--- src/rtl/vliw_pkg.sv ---
// Shared EX-stage types: ALU function codes, flag bundle, register-id width.
package vliw_pkg;

  localparam int REG_W = 3;

  typedef enum logic [2:0] {
    ALU_ADD = 3'd0,
    ALU_SUB = 3'd1,
    ALU_AND = 3'd2,
    ALU_OR  = 3'd3,
    ALU_XOR = 3'd4,
    ALU_SHL = 3'd5,
    ALU_SHR = 3'd6,
    ALU_CMP = 3'd7
  } alu_fn_e;

  typedef struct packed {
    logic z;
    logic n;
    logic c;
    logic v;
  } flags_t;

endpackage

--- src/rtl/ex_alu.sv ---
// Combinational ALU: result plus z/n/c/v flags for the EX stage.
module ex_alu
  import vliw_pkg::*;
#(
  parameter int DATA_W = 32
) (
  input  logic [2:0]        fn,
  input  logic [DATA_W-1:0] a,
  input  logic [DATA_W-1:0] b,
  output logic [DATA_W-1:0] result,
  output flags_t            flags
);

  localparam int M = DATA_W - 1;

  logic [DATA_W:0] sum;
  logic [DATA_W:0] dif;
  logic [DATA_W:0] shl;
  logic [DATA_W:0] shr;
  logic [4:0]      sh;
  logic            c;
  logic            v;

  assign sh  = b[4:0];
  assign sum = {1'b0, a} + {1'b0, b};
  // SUB as a + ~b + 1 so carry-out means "no borrow"
  assign dif = {1'b0, a} + {1'b0, ~b} + {{DATA_W{1'b0}}, 1'b1};
  assign shl = {1'b0, a} << sh;
  assign shr = {a, 1'b0} >> sh;

  always_comb begin
    result = '0;
    c      = 1'b0;
    v      = 1'b0;
    unique case (fn)
      ALU_ADD: begin
        result = sum[M:0];
        c      = sum[DATA_W];
        v      = (a[M] == b[M]) && (sum[M] != a[M]);
      end
      ALU_SUB, ALU_CMP: begin
        result = dif[M:0];
        c      = dif[DATA_W];
        v      = (a[M] != b[M]) && (dif[M] != a[M]);
      end
      ALU_AND: result = a & b;
      ALU_OR:  result = a | b;
      ALU_XOR: result = a ^ b;
      ALU_SHL: begin
        result = shl[M:0];
        c      = shl[DATA_W];
      end
      ALU_SHR: begin
        result = shr[DATA_W:1];
        c      = shr[0];
      end
    endcase
  end

  assign flags.z = ~|result;
  assign flags.n = result[M];
  assign flags.c = c;
  assign flags.v = v;

endmodule

--- src/rtl/ex_stage.sv ---
// EX stage: operand forwarding, load-use stall, ALU and EX/MEM (p3) register.
// Define EX_FORWARDING_EN to enable forwarding and the load-use stall.
module ex_stage
  import vliw_pkg::*;
#(
  parameter int DATA_W = 32
) (
  input  logic              clk,
  input  logic              reset,
  input  logic              p3_pipeline_regWrite,
  input  logic              EX_flush,
  input  logic [REG_W-1:0]  p2_alu_rm,
  input  logic [REG_W-1:0]  p2_alu_rn,
  input  logic [REG_W-1:0]  p2_alu_rd,
  input  logic [REG_W-1:0]  p2_mem_rn,
  input  logic [REG_W-1:0]  p2_mem_rd,
  input  logic [DATA_W-1:0] p2_alu_reg_rm,
  input  logic [DATA_W-1:0] p2_alu_reg_rn,
  input  logic [DATA_W-1:0] p2_mem_reg_rn,
  input  logic [DATA_W-1:0] p2_mem_reg_rd,
  input  logic [DATA_W-1:0] p2_alu_imm,
  input  logic [DATA_W-1:0] p2_memOffset,
  input  logic [2:0]        p2_aluFunct,
  input  logic              p2_aluSrcB,
  input  logic              p2_alu_regWrite,
  input  logic              p2_flag_regWrite,
  input  logic              p2_memRead,
  input  logic              p2_memWrite,
  input  logic              p2_mem_regWrite,
  input  logic              p4_alu_regWrite,
  input  logic              p4_mem_regWrite,
  input  logic [REG_W-1:0]  p4_alu_rd,
  input  logic [REG_W-1:0]  p4_mem_rd,
  input  logic [DATA_W-1:0] p4_alu_aluOut,
  input  logic [DATA_W-1:0] p4_mem_memOut,
  output logic [DATA_W-1:0] p3_alu_aluOut,
  output logic [DATA_W-1:0] p3_memAddr,
  output logic [DATA_W-1:0] p3_mem_storeData,
  output logic [REG_W-1:0]  p3_alu_rd,
  output logic [REG_W-1:0]  p3_mem_rd,
  output logic              p3_alu_regWrite,
  output logic              p3_mem_regWrite,
  output logic              p3_memRead,
  output logic              p3_memWrite,
  output logic              p3_flag_regWrite,
  output logic              p3_flag_z,
  output logic              p3_flag_n,
  output logic              p3_flag_c,
  output logic              p3_flag_v,
  output logic              EX_stall
);

  logic [DATA_W-1:0] op_rn;
  logic [DATA_W-1:0] op_rm;
  logic [DATA_W-1:0] op_b;
  logic [DATA_W-1:0] mem_rn;
  logic [DATA_W-1:0] mem_rd;
  logic [DATA_W-1:0] alu_res;
  flags_t            alu_flags;
  flags_t            flags_q;

`ifdef EX_FORWARDING_EN
  function automatic logic [DATA_W-1:0] fwd(
    input logic [REG_W-1:0]  id,
    input logic [DATA_W-1:0] val
  );
    if (p3_alu_regWrite && p3_alu_rd == id)
      return p3_alu_aluOut;
    else if (p4_alu_regWrite && p4_alu_rd == id)
      return p4_alu_aluOut;
    else if (p4_mem_regWrite && p4_mem_rd == id)
      return p4_mem_memOut;
    else
      return val;
  endfunction

  always_comb begin
    op_rn  = fwd(p2_alu_rn, p2_alu_reg_rn);
    op_rm  = fwd(p2_alu_rm, p2_alu_reg_rm);
    mem_rn = fwd(p2_mem_rn, p2_mem_reg_rn);
    mem_rd = fwd(p2_mem_rd, p2_mem_reg_rd);
  end

  // Loaded value is not available until p4, so a dependent op waits one cycle
  assign EX_stall = p3_memRead & p3_mem_regWrite & (
      (~p2_aluSrcB & (p3_mem_rd == p2_alu_rm))
    | (p3_mem_rd == p2_alu_rn)
    | (p3_mem_rd == p2_mem_rn)
    | (p2_memWrite & (p3_mem_rd == p2_mem_rd)));
`else
  logic unused_fwd;

  assign op_rn    = p2_alu_reg_rn;
  assign op_rm    = p2_alu_reg_rm;
  assign mem_rn   = p2_mem_reg_rn;
  assign mem_rd   = p2_mem_reg_rd;
  assign EX_stall = 1'b0;
  assign unused_fwd = ^{p2_alu_rm, p2_alu_rn, p2_mem_rn,
                        p4_alu_regWrite, p4_mem_regWrite,
                        p4_alu_rd, p4_mem_rd,
                        p4_alu_aluOut, p4_mem_memOut};
`endif

  assign op_b = p2_aluSrcB ? p2_alu_imm : op_rm;

  ex_alu #(
    .DATA_W (DATA_W)
  ) u_alu (
    .fn     (p2_aluFunct),
    .a      (op_rn),
    .b      (op_b),
    .result (alu_res),
    .flags  (alu_flags)
  );

  always_ff @(posedge clk) begin
    if (reset) begin
      p3_alu_aluOut    <= '0;
      p3_memAddr       <= '0;
      p3_mem_storeData <= '0;
      p3_alu_rd        <= '0;
      p3_mem_rd        <= '0;
      p3_alu_regWrite  <= 1'b0;
      p3_mem_regWrite  <= 1'b0;
      p3_memRead       <= 1'b0;
      p3_memWrite      <= 1'b0;
      p3_flag_regWrite <= 1'b0;
      flags_q          <= '0;
    end else if (p3_pipeline_regWrite) begin
      if (EX_stall || EX_flush) begin
        p3_alu_aluOut    <= '0;
        p3_memAddr       <= '0;
        p3_mem_storeData <= '0;
        p3_alu_rd        <= '0;
        p3_mem_rd        <= '0;
        p3_alu_regWrite  <= 1'b0;
        p3_mem_regWrite  <= 1'b0;
        p3_memRead       <= 1'b0;
        p3_memWrite      <= 1'b0;
        p3_flag_regWrite <= 1'b0;
      end else begin
        p3_alu_aluOut    <= alu_res;
        p3_memAddr       <= mem_rn + p2_memOffset;
        p3_mem_storeData <= mem_rd;
        p3_alu_rd        <= p2_alu_rd;
        p3_mem_rd        <= p2_mem_rd;
        p3_alu_regWrite  <= p2_alu_regWrite
                            && (p2_aluFunct != ALU_CMP);
        p3_mem_regWrite  <= p2_mem_regWrite;
        p3_memRead       <= p2_memRead;
        p3_memWrite      <= p2_memWrite;
        p3_flag_regWrite <= p2_flag_regWrite;
        if (p2_flag_regWrite)
          flags_q <= alu_flags;
      end
    end
  end

  assign p3_flag_z = flags_q.z;
  assign p3_flag_n = flags_q.n;
  assign p3_flag_c = flags_q.c;
  assign p3_flag_v = flags_q.v;

endmodule

--- config.mk ---
export PLATFORM = sky130hd
export DESIGN_NAME = ex_stage
export DESIGN_NICKNAME = d
export VERILOG_FILES = /design/src/rtl/vliw_pkg.sv /design/src/rtl/ex_alu.sv /design/src/rtl/ex_stage.sv
export SDC_FILE = /design/constraint.sdc
export NUM_CORES = 1
export LEC_CHECK = 0
export CORE_MARGIN = 4
export CORE_UTILIZATION = 40
export DETAILED_ROUTE_END_ITERATION = 16
export DONT_BUFFER_PORTS = 1
export SLEW_MARGIN = 25
export SYNTH_ARGS = -nofsm -noshare
export SYNTH_HDL_FRONTEND = slang
export SYNTH_SLANG_ARGS = --single-unit
--- constraint.sdc ---
create_clock -name clk -period 4.85 [get_ports clk]
set_input_delay 0.2425 -clock clk [delete_from_list [all_inputs] [get_ports clk]]
set_output_delay 0.2425 -clock clk [all_outputs]
set_load 0.03 [all_outputs]
==> results of run 1 <==
placed cells by master (no fill, tap or decap), drive strengths merged, types with 8 or more instances in the layout:
cell type	synthesis	routed
nor2	233	233
a21oi	159	159
ha	147	147
nand2	139	139
mux2i	123	123
inv	118	121
dfxtp	111	111
a22oi	97	97
o21ai	73	73
buf	32	48
nand3	45	45
mux4	36	36
o211ai	35	35
nor3	35	35
a211oi	34	34
a21o	31	31
xnor2	29	29
o22ai	24	24
nand2b	23	23
nor2b	22	22
a31oi	21	21
xor2	20	20
o221ai	16	16
nor4	16	16
a221oi	14	14
o21bai	13	13
a32oi	12	12
o31ai	11	11
and3	10	10
a221o	9	9
clkbuf	99	9
and2	9	9
mux2	9	9
nand4	8	8
report_power, final:
part	switching [mW]	internal (mW)
Sequential	0.137	0.959
Clock	0.372	0.365
Combinational	1.17	0.689
layer usage:
layer,share of wire,up-vias,global-route usage
met5,0,-,0
met4,0.042,0,0.0998
met3,0.081,141,0.0543
met2,0.46,810,0.485
met1,0.42,7611,0.393
li1,-,7175,-
worst min path at each step:
| stage | startpoint | endpoint | slack (ns) |
|---|---|---|---|
| final | p2_mem_reg_rd[21] | p3_mem_storeData[21] | 0.03 |
| after global routing | p2_mem_reg_rd[0] | p3_mem_storeData[0] | 0.02 |
| after CTS | p2_mem_reg_rd[28] | p3_mem_storeData[28] | 0.02 |
| after detailed placement | reset | p3_memAddr[15] | 0.32 |
| after global placement | reset | p3_memAddr[13] | 0.32 |
| after floorplan | p2_alu_rd[0] | p3_alu_rd[0] | 0.39 |
cell type report:
type	count	area, sq um	share of cell area
Multi-Input combinational cell	1595	11700	0.748
Sequential cell	111	2220	0.142
Tap cell	468	586	0.0374
Inverter	119	450	0.0288
Timing Repair Buffer	48	384	0.0245
Clock buffer	9	225	0.0144
Clock inverter	7	72.6	0.00464
critical path: cells and delay by family:
kind	cells	cell delay, ns
muxes	1	0.52
and+or+nand+nor	6	1.69
adders and majority gates	1	0.41
AOI/OAI and AO/OA	5	1.55
state kept, by name (all words and copies together) (netlist names), 3 cells and up:
register	flops
p3_alu_rd	3
p3_alu_aluOut	32
p3_mem_rd	3
p3_memAddr	32
p3_mem_storeData	32
cells by family after synthesis:
family | share of synthesized area
buffers and inverters | 0.0684
adders and majority gates | 0.127
DFF | 0.149
muxes | 0.148
AOI/OAI and AO/OA | 0.297
xor gates and xnor gates | 0.0288
and+or+nand+nor | 0.181
other | 0.000252
stage by stage:
stage,util,std cells
finish,0.426,2357
global route,0.426,2357
CTS,0.426,2357
detailed placement,0.417,2340
global placement,0.417,2340
floorplan,-,1956
==> results.ini, run 1 <==
[outcome]
outcome=finished, final reports clean

[clock_network]
numCtsBuffers=9
cts.htree.levels=3
clk_pin_slew_worst_paths_ns=0.08
cts_tree=yes
hold_buffers=1
ctsResizeCount=0
cts-root-buf=clkbuf_16
clk_latency_ns=0.35
postCtsSetupBuffers=0
clock_path_buffers=2
cts.sinks=111

[grt]
gr-usage-all-layers=0.296
grt_max_degree=103
grt_pass1_wl_microns=94400
grt_overflow_total=0
antenna_found_initial=0
grt_pass1_vias=14813

[timing]
period_minus_slack_ns=4.15
fin_crit_sh=0.856
worst_pin_slew_ns=1.09
tns_ns=0
slew_headroom=0.265
rsz0062_at_grt=no
hold_ws_ns=0.0273
slew_viol_final=0
hold_viol=0
setup_ws_ns=0.700
setup_viol=0
skew_ns=0
max_freq_mhz=241

[pwr]
max-vdd-ir-drop_mv=0.151
p_leak_nw=6.54
finalPower_mw=3.69
p_per_area_nw_per_um2=236

[setup_path]
reg2reg_depth=2
path_class=in -> reg
worst_path_largest_cell_delay_ns=0.52
cp_max_fo=36
rrSetupSlack_ns=3.88
path_cells=mux2i_1 -> ha_1 -> or4_1 -> or4_1 -> a221o_1 -> a21oi_1 -> o21ai_0 -> a221o_1 -> a21oi_1 -> nand4b_1 -> nor4_1 -> nand4_1 -> nand2_1
regToRegEndpoint=p3_flag_c
cp-start-kind=input pin
cp.required_ns=5.15
end_kind=register
crit_start=p2_aluSrcB
cp_slowest_cell=mux2i_1
rr_startpoint=p3_flag_c
critPathArrivalTime_ns=4.45
cp-endpoint=p3_flag_z

[yosys]
synth-edff-count=0
yosysWarnings=0
ys_types=88
seq_area_frac_synth=0.149
yosysTopAreaCellShare=0.149
synthesis.area_sq_um=14900
syn_nets=2398
yosysTopAreaCell=dfxtp_1
avgSynthCellArea_sq_um=7.62
yosys_register_bits=111
ys.flop_type=dfxtp_1
synth_common_cells=233 x nor2_1, 159 x a21oi_1, 147 x ha_1
syn_inst=1956
yosysMostFrequentCell=nor2_1
synth_top_cells_by_area=dfxtp_1 15%, ha_1 12%, mux2i_1 8.1%
synth-async-reset-ratio=0

[place]
dp_hpwl_microns=49800
gp_congestion=1.04
place_ws_ns=0.437
place_area_sq_um=15300
numPortBuffers=0

[final_layout]
diodes=0
postLayoutCellArea_sq_um=15600
final.fill_count=3767
drive_gt1_frac=0.0662
fin_nets=2326
area_growth_pct=5.01

[floorplan]
ios=404
die_x_microns=201
fp.dieH_microns=201
rows=70
start_util=0.406
coreArea_sq_um=36700
die_area_sq_um=40400

[drt]
remaining_drc_errors=0
first_pass_iters=6
routed_wl_microns=63900
routed-via-count=15737
via_per_inst=6.68
drt_iter0_drc=2121
routedWlPerCell_microns=27.1
ant_nets=0

[hold_path]
whs_path_depth=2
min_path_type=in -> reg

[run]
cap_violations=0

Power figures use the tool's default switching activity.
==> inputs of run 2 (changes only) <==
- ABC_AREA: not set -> 1
==> results.ini, run 2 <==
[final_layout]
postLayoutCoreUtil=0.422
area_growth_pct=3.80
fin_nets=3226
drive_gt1_frac=0.0380
largest_registers=p3_alu_aluOut (32), p3_memAddr (32), p3_mem_storeData (32)
final_common_cell=nand2_1
final_cell_mix=812 x nand2_1, 482 x nand3_1, 297 x inv_1

[yosys]
yosysMostFrequentCell=nand2_1
synthMuxAreaShare=0
synth_top_cells_by_area=nand2_1 19%, nand3_1 15%, dfxtp_1 14%
ys.flop_type=dfxtp_1
synth-edff-count=0
synth_xor_area_frac=0.00332
yosysTopAreaCell=nand2_1
syn_inst=2872
avgSynthCellArea_sq_um=5.51
synthAdderAreaFrac=0.120
synth_top_family_by_area=simple AND/OR/NAND/NOR gates
synthesis.area_sq_um=15800
yosysWarnings=0
syn_nets=3314
seq_area_frac_synth=0.140
synth-async-reset-ratio=0
synth_compound_area_frac=0.176
synth-simple-area-share=0.451
synth_common_cells=813 x nand2_1, 482 x nand3_1, 297 x inv_1
yosysTopAreaCellShare=0.193
ys_types=45
yosys_register_bits=111

[drt]
remaining_drc_errors=0
wl_met1_microns=29700
routed-via-count=19614
routed_wl_microns=75900
via_per_inst=5.93
first_pass_iters=9
met2WireLength_microns=31600
routedWlPerCell_microns=22.9
routed.top_layer=met4
ant_nets=0
met3_length_microns=9970
drt_iter0_drc=2399

[timing]
fin_crit_sh=0.755
setup_viol=0
period_minus_slack_ns=3.66
skew_ns=0
hold_viol=0
slew_viol_final=0
worst_pin_slew_ns=0.950
max_freq_mhz=273
slew_headroom=0.360
rsz0062_at_grt=no
tns_ns=0

[pwr]
max-vdd-ir-drop_mv=0.165
p_leak_nw=7.99
p_per_area_nw_per_um2=233

[grt]
grt_overflow_total=0
gr-usage-all-layers=0.336
grt_pass1_wl_microns=109000
grt_pass1_vias=17892
grt_max_degree=110
antenna_found_initial=1

[run]
cap_violations=0

[setup_path]
end_kind=register
cp-start-kind=input pin
cp.required_ns=5.08
critPathArrivalTime_ns=3.89
cp_max_fo=34
path_class=in -> reg

[place]
dp_hpwl_microns=61800
numPortBuffers=0
gp_congestion=1.10

[hold_path]
min_path_type=in -> reg

[clock_network]
clk_latency_ns=0.35
clock_path_buffers=2
cts_tree=yes
clk_pin_slew_worst_paths_ns=0.08
numCtsBuffers=9
postCtsSetupBuffers=0
cts.sinks=111
cts.htree.levels=3
cts-root-buf=clkbuf_16

[floorplan]
die_area_sq_um=42800
ios=404
start_util=0.407
coreArea_sq_um=38900
rows=72
fp.dieH_microns=207
die_x_microns=207

[outcome]
outcome=finished, final reports clean

-- run 2: power breakdown --
| part | total [mW] | internal [mW] | switching [mW] |
|---|---|---|---|
| sequential | 1.08 | 0.956 | 0.128 |
| clock | 0.767 | 0.417 | 0.350 |
| combinational | 1.98 | 0.557 | 1.43 |
-- run 2: kinds of logic after synthesis --
group / after synthesis
other: 1
xor gates and xnor gates: 6
adders and majority gates: 150
AOI/OAI and AO/OA: 513
buffers and inverters: 432
DFF: 111
and+or+nand+nor: 1659
-- run 2: metrics by stage --
stage | area, sq um | total power [mW] | cells | hold slack [ns] | setup slack, ns
global placement | 16100 | 2.97 | 3290 | 0.322 | 1.07
floorplan | 15800 | 2.42 | 2872 | 0.387 | 1.86
CTS | 16400 | 3.78 | 3306 | 0.00992 | 1.42
detailed placement | 16100 | 2.99 | 3290 | 0.323 | 1.05
finish | 16400 | 3.84 | 3307 | 0.0204 | 1.19
global route | 16400 | 4.07 | 3306 | 0.0197 | 1.07
-- run 2: path summary, 6_finish.rpt --
kind / end / start / slack (ns) / cells after the start
min: p3_mem_rd[1] / p2_mem_rd[1] / 0.02 / 2
max: p3_flag_c / p2_aluSrcB / 1.19 / 17
min reg2reg: p3_mem_storeData[8] / p3_mem_storeData[8] / 0.62 / 2
max reg2reg: p3_flag_n / p3_flag_n / 3.92 / 2
-- run 2: metal layers --
metal	vias up	global-route usage
li1	9334	-
met1	8866	0.438
met2	1216	0.513
met3	198	0.0884
met4	0	0.171
met5	-	0
-- run 2: critical path: stages --
cell and delay, ns:
inv_4 0.21, or2_2 0.16, o21ai_0 0.21, ha_1 0.59, inv_1 0.27, a21oi_1 0.56
nor2_1 0.08, nor2_1 0.19, nand3_1 0.20, nand2_1 0.12, nand3_1 0.13, nand2_1 0.13
o21ai_0 0.12, o21ai_0 0.17, nand4_1 0.26, nand2_1 0.14, a21oi_1 0.07
-- run 2: layout make-up --
class                   count  area [sq um]
diodes                      1          2.50
clock buffers              10           239
clock inverters             5          63.8
fillers                  4350         22500
inverters                 307          1160
multi-input cells        2329         11900
flip-flops and latches    111          2220
well taps                 518           648
repair buffers             26           215
-- run 2: repair_timing --
item / 4_1_cts / 5_1_grt
hold buffers: 1 / 0
hold endpoints to repair: 109 / 0
resized for setup: 0 / 0
